==> src/rtl/stage_id_ex_pipe_pkg.sv <==
// Shared CPU definitions for the ID/EX pipeline register: ALU op encoding and
// register-address width derivation (kept identical to the stall unit).
package stage_id_ex_pipe_pkg;

    localparam int ALU_OP_W = 5;

    typedef enum logic [ALU_OP_W-1:0] {
        ALU_ADD  = 5'd0,
        ALU_SUB  = 5'd1,
        ALU_AND  = 5'd2,
        ALU_OR   = 5'd3,
        ALU_XOR  = 5'd4,
        ALU_SLL  = 5'd5,
        ALU_SRL  = 5'd6,
        ALU_SRA  = 5'd7,
        ALU_SLT  = 5'd8,
        ALU_SLTU = 5'd9,
        ALU_MADD = 5'd10
    } alu_op_e;

    function automatic int reg_addr_w(input int reg_num);
        return (reg_num > 1) ? $clog2(reg_num) : 1;
    endfunction

endpackage

==> src/rtl/stage_id_ex_pipe_sat_counter.sv <==
// Up-counter that sticks at all-ones instead of wrapping; async active-high reset.
module sat_counter #(
    parameter int WIDTH = 32
) (
    input  logic             clk,
    input  logic             rst,
    input  logic             inc,
    output logic [WIDTH-1:0] count_o
);

    logic [WIDTH-1:0] count_q;
    logic [WIDTH-1:0] count_d;

    always_comb begin
        count_d = count_q;
        if (inc && (count_q != {WIDTH{1'b1}})) begin
            count_d = count_q + 1'b1;
        end
    end

    always_ff @(posedge clk or posedge rst) begin
        if (rst) begin
            count_q <= '0;
        end else begin
            count_q <= count_d;
        end
    end

    assign count_o = count_q;

endmodule

==> src/rtl/stage_id_ex_pipe.sv <==
// ID->EX pipeline register with flush/hold/bubble handling and a saturating
// count of hazard bubbles inserted while ID held a real instruction.
module stage_id_ex_pipe
    import stage_id_ex_pipe_pkg::*;
#(
    parameter int ADDR_WIDTH = 64,
    parameter int DATA_WIDTH = 64,
    parameter int REG_NUM    = 32,
    localparam int RW        = reg_addr_w(REG_NUM)
) (
    input  logic                  clk,
    input  logic                  rst,
    input  logic                  id_valid,
    input  logic [ADDR_WIDTH-1:0] id_pc,
    input  logic [DATA_WIDTH-1:0] id_rs1_data,
    input  logic [DATA_WIDTH-1:0] id_rs2_data,
    input  logic [DATA_WIDTH-1:0] id_rs3_data,
    input  logic [DATA_WIDTH-1:0] id_imm,
    input  logic [RW-1:0]         id_rd_addr,
    input  logic                  id_rd_we,
    input  logic                  id_is_load,
    input  logic                  id_is_store,
    input  logic [ALU_OP_W-1:0]   id_alu_op,
    input  logic                  stall,
    input  logic                  ex_stall,
    input  logic                  flush,
    output logic                  id_ready,
    output logic                  ex_valid,
    output logic [ADDR_WIDTH-1:0] ex_pc,
    output logic [DATA_WIDTH-1:0] ex_rs1_data,
    output logic [DATA_WIDTH-1:0] ex_rs2_data,
    output logic [DATA_WIDTH-1:0] ex_rs3_data,
    output logic [DATA_WIDTH-1:0] ex_imm,
    output logic [RW-1:0]         ex_rd_addr,
    output logic                  ex_rd_we,
    output logic                  ex_is_load,
    output logic                  ex_is_store,
    output logic [ALU_OP_W-1:0]   ex_alu_op,
    output logic [31:0]           bubble_count
);

    logic                  valid_q, valid_d;
    logic                  rd_we_q, rd_we_d;
    logic                  is_load_q, is_load_d;
    logic                  is_store_q, is_store_d;
    logic [RW-1:0]         rd_addr_q, rd_addr_d;
    logic [ALU_OP_W-1:0]   alu_op_q, alu_op_d;
    logic [ADDR_WIDTH-1:0] pc_q, pc_d;
    logic [DATA_WIDTH-1:0] rs1_q, rs1_d;
    logic [DATA_WIDTH-1:0] rs2_q, rs2_d;
    logic [DATA_WIDTH-1:0] rs3_q, rs3_d;
    logic [DATA_WIDTH-1:0] imm_q, imm_d;
    logic                  bubble_inc;

    assign id_ready   = !(stall | ex_stall) | flush;
    assign bubble_inc = !flush && !ex_stall && stall && id_valid;

    // Priority: flush > ex_stall > stall (bubble) > load
    always_comb begin
        valid_d    = valid_q;
        rd_we_d    = rd_we_q;
        is_load_d  = is_load_q;
        is_store_d = is_store_q;
        rd_addr_d  = rd_addr_q;
        alu_op_d   = alu_op_q;
        pc_d       = pc_q;
        rs1_d      = rs1_q;
        rs2_d      = rs2_q;
        rs3_d      = rs3_q;
        imm_d      = imm_q;
        if (flush || (!ex_stall && stall)) begin
            valid_d    = 1'b0;
            rd_we_d    = 1'b0;
            is_load_d  = 1'b0;
            is_store_d = 1'b0;
        end else if (!ex_stall) begin
            valid_d    = id_valid;
            rd_we_d    = id_rd_we & id_valid & (id_rd_addr != '0);
            is_load_d  = id_is_load & id_valid;
            is_store_d = id_is_store & id_valid;
            rd_addr_d  = id_rd_addr;
            alu_op_d   = id_alu_op;
            pc_d       = id_pc;
            rs1_d      = id_rs1_data;
            rs2_d      = id_rs2_data;
            rs3_d      = id_rs3_data;
            imm_d      = id_imm;
        end
    end

    always_ff @(posedge clk or posedge rst) begin
        if (rst) begin
            valid_q    <= 1'b0;
            rd_we_q    <= 1'b0;
            is_load_q  <= 1'b0;
            is_store_q <= 1'b0;
            rd_addr_q  <= '0;
            alu_op_q   <= '0;
            pc_q       <= '0;
            rs1_q      <= '0;
            rs2_q      <= '0;
            rs3_q      <= '0;
            imm_q      <= '0;
        end else begin
            valid_q    <= valid_d;
            rd_we_q    <= rd_we_d;
            is_load_q  <= is_load_d;
            is_store_q <= is_store_d;
            rd_addr_q  <= rd_addr_d;
            alu_op_q   <= alu_op_d;
            pc_q       <= pc_d;
            rs1_q      <= rs1_d;
            rs2_q      <= rs2_d;
            rs3_q      <= rs3_d;
            imm_q      <= imm_d;
        end
    end

    sat_counter #(.WIDTH(32)) u_bubble_cnt (
        .clk     (clk),
        .rst     (rst),
        .inc     (bubble_inc),
        .count_o (bubble_count)
    );

    assign ex_valid    = valid_q;
    assign ex_rd_we    = rd_we_q;
    assign ex_is_load  = is_load_q;
    assign ex_is_store = is_store_q;
    assign ex_rd_addr  = rd_addr_q;
    assign ex_alu_op   = alu_op_q;
    assign ex_pc       = pc_q;
    assign ex_rs1_data = rs1_q;
    assign ex_rs2_data = rs2_q;
    assign ex_rs3_data = rs3_q;
    assign ex_imm      = imm_q;

endmodule

==> config.mk <==
export PLATFORM = sky130hd
export DESIGN_NAME = stage_id_ex_pipe
export DESIGN_NICKNAME = d
export VERILOG_FILES = /design/src/rtl/stage_id_ex_pipe_pkg.sv /design/src/rtl/stage_id_ex_pipe_sat_counter.sv /design/src/rtl/stage_id_ex_pipe.sv
export SDC_FILE = /design/constraint.sdc
export NUM_CORES = 1
export LEC_CHECK = 0
export CAP_MARGIN = 40
export CORE_AREA = 10 10 268 270
export CTS_CLUSTER_SIZE = 10
export DETAILED_ROUTE_END_ITERATION = 8
export DIE_AREA = 0 0 278 280
export GPL_ROUTABILITY_DRIVEN = 1
export PLACE_DENSITY = 0.44
export SYNTH_ARGS = -nofsm -noshare
export SYNTH_HDL_FRONTEND = slang
export SYNTH_SLANG_ARGS = --single-unit
==> constraint.sdc <==
create_clock -name clk -period 40 [get_ports clk]
set_input_delay 8 -clock clk [delete_from_list [all_inputs] [get_ports clk]]
set_output_delay 8 -clock clk [all_outputs]
set_load 0.05 [all_outputs]
==> summary.md <==
| Metric | Value |
|---|---|
| Overflow after GRT | 0 |
| # rows | 95 |
| Starting Density | 0.2092 |
| #FFs+latches synth | between 300 and 400 |
| Number of antenna violations at the first check in global routing | 10 |
| TritonRoute pass-1 iters | 4 |
| Reg-to-reg slack, setup | between 30,000 and 40,000 ps |
| Vias in the first global route | roughly 11,000 |
| Avg Inst Size Synth | approximately 16 um^2 |
| Pwr/cell area | between 50 and 60 mW/mm^2 |
| Sequential Area | 0.009159 mm^2 |
| Tcrit/Tclk final | 0.4430 |
| Area of the multi-input gates | 0.004566 mm^2 |
| Initial DRC count | approximately 260 |
| DRC viols | 0 |
| Power, Total | 1.384 mW |
| H-tree depth | 2 |
| Post-DP HPWL | around 44,000 um |
| Fillers | 6,449 |
| Syn Inst Count | approximately 860 |
| Critical-path top delay cell | clkdlybuf4s50_1 |
| CTS buffer count | 47 |
| Syn Nets | ~1,200 |
| Final wirelength | around 56,000 um |
| Relative slew slack | 0.2517 |
| Placed Cells | 2,406 |
| DRT antenna net count | 0 |
| Clock-pin transition on the worst setup and hold timing paths | about 50 ps |
| Top-area cell type share of the netlist area | 0.6577 |
| Resized cells post-CTS | 0 |
| WP data required | between 30,000 and 40,000 ps |
| Postcts setup bufs | 0 |
| Fmax | 0.05644 GHz |
| VDD IR-drop max | 0.03145 mV |
| Slew @ Worst Pin | 1122 ps |
| # port buffers | 705 |
| Top cells by area, synth | dfrtp_1 66%, mux2_2 27%, buf_2 1.2% |
| Pin count of the biggest net entering global routing | 155 |
| Setup violators final | 0 |
| Clk_lat worst skew | ~570 ps |
| Synth-to-Final Area Change | 68.90% |
| Crit Path Max Fanout | 11 |
| Die Y | between 200 and 300 um |
| CP dominant cell by count | clkdlybuf4s50_1 |
| Max-Cap Viols | 0 |
| Hold buffer count at CTS | 0 |
| Gr usage total | 0.1382 |
| Layout cells sized above 1 | 0.2601 |
| Final Hold Fails | 0 |
| Slew Limit Fails | 0 |
| Root Buffer Master | clkbuf_16 |
| Setup TNS | 0 ps |
| Clk buf depth | 3 |
| Pleak | 9.483 nW |
| Top Ports | ~700 |
| CTS tree | done |
| Worst Hold Class | reg -> reg |
| CP peak stage delay | ~860 ps |
| Nets | 1,922 |
| Synth Warn # | 0 |
| Die span in x | ~280 um |
| Fin crit period | 17,720 ps |
| Synth Cell Area | between 0.01 and 0.015 mm^2 |
| CP endpoint kind | primary output |
| Critical Path Source Type | input pin |
| CP Cell Sequence | clkdlybuf4s50_1, o21bai_1, clkdlybuf4s50_1 |
| Crit path DAT | approximately 9700 ps |
| Register area share after synthesis | 0.6577 |
| RSZ-0062 raised after global routing | no |
| Status | completed |
| Clk sinks | approximately 370 |
| Synth cell types | 34 |
| GP Congestion | about 0.76 |
| Final std cells w/o fill | approximately 2,500 |
| Worst Setup Path Type | in -> out |
| DR WL/cell | ~23 um |
| Crit path max-delay family | buffers and inverters |
| Core ar. | roughly 0.067 mm^2 |
| Bufs and invs on worst path | 2 |
| Clk_skew | about 5.0 ps |
| Die area | 0.07784 mm^2 |
| Vias/cell | roughly 4 |
| First-pass GRT wire length | 79,960 um |
| Vias post-DR | about 9,900 |
| Largest area contributor in the netlist | dfrtp_1 |
==> stage by stage <==
step	util	worst slack, ps	hold WS [ps]	instance area (um^2)
finish	0.3533	22280	500.8	23520
global route	0.3533	22200	511.4	23520
CTS	0.3531	22280	506.0	23510
detailed placement	0.3313	22290	493.9	22050
global placement	0.3301	22270	488.9	21970
floorplan	-	21840	775.3	13920
==> registers in the layout, indices dropped and copies added, names as in the netlist, 5 cells and up <==
| signal | cells |
|---|---|
| ex_imm | 64 |
| ex_rs3_data | 64 |
| ex_alu_op | 5 |
| ex_rd_addr | 5 |
| ex_rs1_data | 64 |
| ex_rs2_data | 64 |
| ex_pc | 64 |
| u_bubble_cnt.count_o | 32 |
==> routing by layer <==
metal / vias to the layer above / routed length, um / GRT usage
met1: 4891 / 19700 / 0.1388
li1: 4514 / - / -
met2: 386 / 30160 / 0.2563
met5: - / 54 / 0
met4: 8 / 1015 / 0.03230
met3: 73 / 5295 / 0.06219
==> kinds of logic (layout without fill, tap and decap cells) <==
kind of cell	count (synthesis)	after routing	share of synthesized area
buf+inv	43	792	0.01483
compound gates	8	8	0.004942
flops	366	366	0.6577
fa+ha+maj	1	1	0.0008984
mux	330	330	0.2669
other cells	0	5	0
simple gates	79	79	0.03522
xor+xnor	31	31	0.01950
==> layout make-up <==
| cell class | count | share of cell area |
|---|---|---|
| timing repair buffer | 715 | 0.3069 |
| clock inverter | 6 | 0.002447 |
| inverter | 3 | 0.0007980 |
| clock buffer | 68 | 0.05937 |
| multi-input combinational | 449 | 0.1941 |
| antenna | 5 | 0.0005320 |
| tap | 873 | 0.04644 |
| sequential | 366 | 0.3894 |
==> power breakdown <==
part / switching (mW) / internal (mW) / total [mW] / leakage, nW
clock: 0.163 / 0.239 / 0.403 / 0.707
combinational: 0.323 / 0.188 / 0.511 / 4.38
sequential: 0.0336 / 0.436 / 0.470 / 4.39
==> final timing paths <==
| check | from | to | cells past startpoint |
|---|---|---|---|
| worst min-delay path | ex_rs2_data[48]$_DFFE_PP0P_ | ex_rs2_data[48]$_DFFE_PP0P_ | 1 |
| min in group asynchronous | rst | ex_rs1_data[1]$_DFFE_PP0P_ | 2 |
| worst min register to register | ex_rs2_data[48]$_DFFE_PP0P_ | ex_rs2_data[48]$_DFFE_PP0P_ | 1 |
| worst max-delay path | ex_stall | id_ready | 3 |
| max in group asynchronous | rst | ex_imm[56]$_DFFE_PP0P_ | 4 |
| worst max register to register | u_bubble_cnt.count_o[0]$_DFFE_PP0P_ | u_bubble_cnt.count_o[21]$_DFFE_PP0P_ | 6 |
==> synthesized netlist by cell type <==
cell	count
buf_4	1
nor4_4	1
o311ai_2	1
nor3b_1	1
mux2_2	330
nand4bb_1	1
dfrtp_1	366
o21bai_1	1
a31oi_2	1
inv_1	3
nor3_2	2
nand4_1	14
xor2_1	13
nor2_1	12
nand4_2	2
and2_1	1
nor4b_4	1
nor4bb_1	3
nand3b_1	1
and3_1	5
or2_2	2
or4_1	1
a21oi_1	3
nand2_1	12
clkbuf_1	6
xnor2_1	18
o2111ai_1	1
nand3_1	9
nor4_1	1
ha_1	1
buf_2	33
nor3_1	8
and4_1	2
a31o_2	1
==> placed cells by master, fill, tap and decap left out, types with 2 or more instances in the layout <==
master,count
a21oi_1,3
and3_1,5
and4_1,2
buf_12,2
buf_16,3
buf_4,5
clkbuf_1,8
clkbuf_16,48
clkbuf_8,12
clkdlybuf4s50_1,705
clkinv_4,2
clkinvlp_4,2
dfrtp_1,366
diode_2,5
inv_1,2
mux2_2,330
nand2_1,12
nand3_1,9
nand4_1,14
nand4_2,2
nor2_1,12
nor3_1,8
nor4bb_1,3
or2_2,2
xnor2_1,18
xor2_1,13
No activity file was read; power rests on OpenSTA's default activity.
